[src/rtl/register_file_package.sv]
// Shared register-file constants and the write request record used by the writeback queue.
package register_file_package;
  localparam int ADDRESS_WIDTH  = 2;
  localparam int DATA_WIDTH     = 32;
  localparam int REGISTER_COUNT = 1 << ADDRESS_WIDTH;

  typedef struct packed {
    logic [ADDRESS_WIDTH-1:0] register;
    logic [DATA_WIDTH-1:0]    data;
  } write_request;
endpackage

[src/rtl/register_writeback_bypass.sv]
// Youngest-match search over the pending entries of the writeback queue for one lookup port.
module register_writeback_bypass
  import register_file_package::*;
#(
  parameter int DEPTH         = 4,
  parameter int DATA_WIDTH    = register_file_package::DATA_WIDTH,
  parameter int ADDRESS_WIDTH = register_file_package::ADDRESS_WIDTH
) (
  input  logic [ADDRESS_WIDTH-1:0] entry_register [DEPTH],
  input  logic [DATA_WIDTH-1:0]    entry_data     [DEPTH],
  input  logic [$clog2(DEPTH)-1:0] head,
  input  logic [$clog2(DEPTH):0]   count,
  input  logic [ADDRESS_WIDTH-1:0] lookup,
  output logic                     hit,
  output logic [DATA_WIDTH-1:0]    data
);
  localparam int PTR_W = $clog2(DEPTH);
  localparam int CNT_W = PTR_W + 1;

  logic [PTR_W-1:0] slot;

  // Walk from oldest to youngest so the last match seen is the youngest one.
  always_comb begin
    hit  = 1'b0;
    data = '0;
    slot = '0;
    for (int k = 0; k < DEPTH; k++) begin
      slot = head + PTR_W'(k);
      if ((CNT_W'(k) < count) && (entry_register[slot] == lookup)) begin
        hit  = 1'b1;
        data = entry_data[slot];
      end
    end
  end
endmodule

[src/rtl/register_writeback_queue.sv]
// Circular writeback FIFO draining one register write per cycle, with optional read bypass.
// Bypass compare logic is built only when WRITEBACK_BYPASS_EN is defined.
module register_writeback_queue #(
  parameter int DEPTH         = 4,
  parameter int DATA_WIDTH    = register_file_package::DATA_WIDTH,
  parameter int ADDRESS_WIDTH = register_file_package::ADDRESS_WIDTH
) (
  input  logic                     clock,
  input  logic                     reset,
  input  logic                     request_valid,
  output logic                     request_ready,
  input  logic [ADDRESS_WIDTH-1:0] request_register,
  input  logic [DATA_WIDTH-1:0]    request_data,
  output logic [ADDRESS_WIDTH-1:0] write_register,
  output logic [DATA_WIDTH-1:0]    write_data,
  output logic                     write_enable,
  input  logic [ADDRESS_WIDTH-1:0] lookup_register_port_0,
  input  logic [ADDRESS_WIDTH-1:0] lookup_register_port_1,
  output logic                     bypass_hit_port_0,
  output logic                     bypass_hit_port_1,
  output logic [DATA_WIDTH-1:0]    bypass_data_port_0,
  output logic [DATA_WIDTH-1:0]    bypass_data_port_1,
  output logic [$clog2(DEPTH):0]   pending_count
);
  import register_file_package::*;

  localparam int PTR_W = $clog2(DEPTH);
  localparam int CNT_W = PTR_W + 1;

  logic [ADDRESS_WIDTH-1:0] entry_register [DEPTH];
  logic [DATA_WIDTH-1:0]    entry_data     [DEPTH];
  logic [PTR_W-1:0]         head;
  logic [PTR_W-1:0]         tail;
  logic [CNT_W-1:0]         count;
  logic                     accept;
  logic                     pop;

  assign request_ready  = (count < CNT_W'(DEPTH));
  assign accept         = request_valid && request_ready;
  assign write_enable   = (count != '0);
  assign pop            = write_enable;
  assign write_register = write_enable ? entry_register[head] : '0;
  assign write_data     = write_enable ? entry_data[head]     : '0;
  assign pending_count  = count;

  // Control state: pointers wrap naturally because DEPTH is a power of two.
  always_ff @(posedge clock) begin
    if (reset) begin
      head  <= '0;
      tail  <= '0;
      count <= '0;
    end else begin
      if (accept) tail <= tail + 1'b1;
      if (pop)    head <= head + 1'b1;
      count <= count + CNT_W'(accept) - CNT_W'(pop);
    end
  end

  // Entry storage carries no reset; validity is tracked by count alone.
  always_ff @(posedge clock) begin
    if (accept && !reset) begin
      entry_register[tail] <= request_register;
      entry_data[tail]     <= request_data;
    end
  end

`ifdef WRITEBACK_BYPASS_EN
  register_writeback_bypass #(
    .DEPTH(DEPTH), .DATA_WIDTH(DATA_WIDTH), .ADDRESS_WIDTH(ADDRESS_WIDTH)
  ) bypass_port_0 (
    .entry_register(entry_register),
    .entry_data    (entry_data),
    .head          (head),
    .count         (count),
    .lookup        (lookup_register_port_0),
    .hit           (bypass_hit_port_0),
    .data          (bypass_data_port_0)
  );

  register_writeback_bypass #(
    .DEPTH(DEPTH), .DATA_WIDTH(DATA_WIDTH), .ADDRESS_WIDTH(ADDRESS_WIDTH)
  ) bypass_port_1 (
    .entry_register(entry_register),
    .entry_data    (entry_data),
    .head          (head),
    .count         (count),
    .lookup        (lookup_register_port_1),
    .hit           (bypass_hit_port_1),
    .data          (bypass_data_port_1)
  );
`else
  assign bypass_hit_port_0  = 1'b0;
  assign bypass_hit_port_1  = 1'b0;
  assign bypass_data_port_0 = '0;
  assign bypass_data_port_1 = '0;

  logic unused_lookup;
  assign unused_lookup = ^{lookup_register_port_0, lookup_register_port_1};
`endif
endmodule

[config.mk]
export PLATFORM = sky130hd
export DESIGN_NAME = register_writeback_queue
export DESIGN_NICKNAME = d
export VERILOG_FILES = /design/src/rtl/register_file_package.sv /design/src/rtl/register_writeback_bypass.sv /design/src/rtl/register_writeback_queue.sv
export SDC_FILE = /design/constraint.sdc
export NUM_CORES = 1
export LEC_CHECK = 0
export CAP_MARGIN = 10
export CORE_MARGIN = 3
export CORE_UTILIZATION = 30
export CTS_CLUSTER_DIAMETER = 30
export DETAILED_ROUTE_END_ITERATION = 8
export PLACE_DENSITY_LB_ADDON = 0.12
export SLEW_MARGIN = 20
export SYNTH_ARGS = -nofsm -noshare
export SYNTH_HDL_FRONTEND = slang
export SYNTH_SLANG_ARGS = --single-unit
[constraint.sdc]
create_clock -name clock -period 2.9 [get_ports clock]
set_input_delay 0.58 -clock clock [delete_from_list [all_inputs] [get_ports clock]]
set_output_delay 0.58 -clock clock [all_outputs]
set_load 0.01 [all_outputs]
==> impl_metrics.json <==
{
  "status": "finished clean",
  "synth_adder_area_share": 0.0135,
  "overflow": 0,
  "maxSlewViolCount": 0,
  "path_cells": "buf_4, mux4_1, and2_1, clkdlybuf4s50_1",
  "post-place-ws_ps": 343,
  "antenna_found_initial": 0,
  "clockBufferDepth": 2,
  "yosysSeqAreaShare": 0.696,
  "fill_cells": 1848,
  "clk_latency_ps": 420,
  "seq_area_mm2": 0.00427,
  "power.total_mw": 6.84,
  "setup_viol": 0,
  "finClkSkew_ps": 6.58,
  "ir_drop_mv": 0.471,
  "num_rows": 51,
  "worstReg2RegStart": "pending_count[1]$_SDFF_PP0_",
  "clkTransAtPathRegs_ps": 60,
  "crit_arrival_ps": 2240,
  "wire_per_inst_um": 16.3,
  "worstHoldStart": "tail[1]$_SDFFE_PP0P_",
  "cts_tree": "done",
  "worstPathRequired_ps": 2320,
  "cts_max_level": 4,
  "maxCapViolCount": 0,
  "power_leakage_nw": 2.73,
  "vias": 2901,
  "grt_usage": 0.110,
  "multiInputGateArea_mm2": 0.00150,
  "area_growth_pct": 25.8,
  "die_h_um": 149,
  "grt_pass1_wl_mm": 17.8,
  "antenna_left": 0,
  "viasPerCell": 4.08,
  "dieArea_mm2": 0.0222,
  "rsz0062_at_grt": "true",
  "drt_iter0_drc": 200,
  "grt_pass1_vias": 3080,
  "grt_max_degree": 33,
  "postCtsHoldBufs": 0,
  "clock_sinks": 145,
  "drt_pre_antenna_iters": 4,
  "layout-drive-gt1-share": 0.200,
  "wl_mm": 11.6,
  "cp_max_fo": 12,
  "hold_viol": 0,
  "portBuffers": 75,
  "pin_count": 146,
  "synth-simple-area-share": 0.0512,
  "nNetsFinal": 480,
  "worst_setup_path_start_kind": "flop",
  "hold_path_class": "flop to flop",
  "hpwl_mm": 7.21,
  "max_clock_freq_ghz": 0.354,
  "drc": 0,
  "synth_top_family_by_area": "multiplexers",
  "gp_congestion": 0.683,
  "crit_slowest_cell": "mux4_1",
  "synth_cell_types": 23,
  "yosysWarnings": 0,
  "syn_avg_cell_area_um2": 18.5,
  "path_class": "flop to output pin",
  "synthMuxAreaShare": 0.127,
  "power_density_mw_per_mm2": 886,
  "cp-end-kind": "output pin",
  "syn-cell-area_mm2": 0.00613,
  "synth_compound_area_frac": 0.00204,
  "coreArea_mm2": 0.0198,
  "die_width_um": 149,
  "start_util": 0.310,
  "postSynthCellCount": 332,
  "setup_ws_ps": 78.7,
  "cpPeakStageDelay_ps": 540,
  "ys_seq_elements": 145,
  "numCtsBuffers": 17,
  "min_period_over_period": 0.973,
  "cts-root-buf": "clkbuf_16",
  "synth_xor_xnor_area_share": 0.00857,
  "diodes": 0,
  "min_period_ps": 2820
}
synthesized netlist by cell type:
master    instances  share of area
nor2b_1           3         0.0031
fa_1              1         0.0033
nand2_1           4         0.0024
dfxtp_1           9          0.029
and2_1           38          0.039
inv_1             4         0.0024
nor2_1            8         0.0049
a21oi_1           1        0.00082
mux4_1            4          0.017
xor2_1            2         0.0029
nand2b_1          1         0.0010
buf_2             4         0.0033
or3_1             1         0.0010
ha_1              5          0.010
buf_12            3         0.0098
conb_1            1        0.00061
clkbuf_1          5         0.0031
xnor2_1           4         0.0057
mux4_2           30           0.11
buf_4            66          0.081
o31ai_1           1         0.0012
buf_6             1         0.0018
edfxtp_1        136           0.67
flip-flops by register name, summed over array words and instances (netlist names), named ones only:
register        flops
entry_register      8
head                2
entry_data        128
tail                2
pending_count       3
critical path, delay by kind of cell (launching register included):
| kind | cells | cell delay [ps] |
|---|---|---|
| muxes | 1 | 540 |
| buffers and inverters | 2 | 640 |
| DFF | 1 | 480 |
| and+or+nand+nor | 1 | 170 |
layer usage:
| layer | up-vias | routed length, µm | track usage |
|---|---|---|---|
| li1 | 1319 | - | - |
| met1 | 1454 | 4970 | 0.135 |
| met2 | 116 | 5800 | 0.178 |
| met3 | 12 | 717 | 0.0395 |
| met4 | 0 | 127 | 0.0398 |
| met5 | - | 0 | 0 |
placed cells by master (no fill, tap or decap), types with 2 or more instances in the layout:
master / n
nand2_1: 4
buf_4: 10
inv_6: 4
dlymetal6s2s_1: 8
clkbuf_16: 17
inv_1: 4
xnor2_1: 4
buf_6: 3
edfxtp_1: 136
clkinv_2: 2
ha_1: 5
mux4_1: 4
nor2b_1: 3
clkdlybuf4s50_1: 66
mux4_2: 30
clkinvlp_4: 5
clkinv_4: 2
nor2_1: 8
buf_12: 8
and2_2: 4
conb_1: 66
xor2_1: 2
dfxtp_1: 7
and2_1: 34
through the flow:
step | cell area, µm² | hold slack [ps] | std cells | TNS, ps | util
floorplan | 6370 | 469 | 397 | 0 | -
global route | 7710 | 545 | 711 | -83.1 | 0.390
detailed placement | 7070 | 498 | 672 | 0 | 0.357
finish | 7710 | 509 | 711 | 0 | 0.390
CTS | 7680 | 515 | 710 | -15.6 | 0.388
global placement | 7070 | 491 | 672 | 0 | 0.357
kinds of logic (layout without fill, tap and decap cells):
group,count (synthesis),in the layout
XOR/XNOR,6,6
AND/OR/NAND/NOR,55,55
buffers and inverters,83,132
AO/OA/AOI/OAI,2,2
flip-flops,145,145
other,1,66
adder cells (fa/ha/maj),6,6
multiplexers,34,34
final cells by class:
cell class / instances / area share
flip-flops and latches: 145 / 0.553
repair buffers: 96 / 0.135
well taps: 265 / 0.0430
clock inverters: 15 / 0.0174
clock buffers: 17 / 0.0552
multi-input cells: 169 / 0.194
inverters: 4 / 0.00195
report_power, final:
part	total, mW	internal, mW	switching [mW]
registers	2.55	2.45	0.0970
clock network	2.03	1.18	0.849
logic	2.26	1.29	0.962
total	6.84	4.93	1.91
path summary, 6_finish.rpt:
path	depth (start not counted)	endpoint	slack (ps)
max	4	write_data[31]	80
min	2	tail[1]$_SDFFE_PP0P_	510
max reg2reg	7	pending_count[2]$_SDFF_PP0_	1040
min reg2reg	2	tail[1]$_SDFFE_PP0P_	510
timing repair:
action,4_1_cts,5_1_grt
gates resized for setup,3,10
endpoints found under the setup margin,30,22
pin swaps,0,0
setup buffers,6,1
No activity file was read; power rests on OpenSTA's default activity.
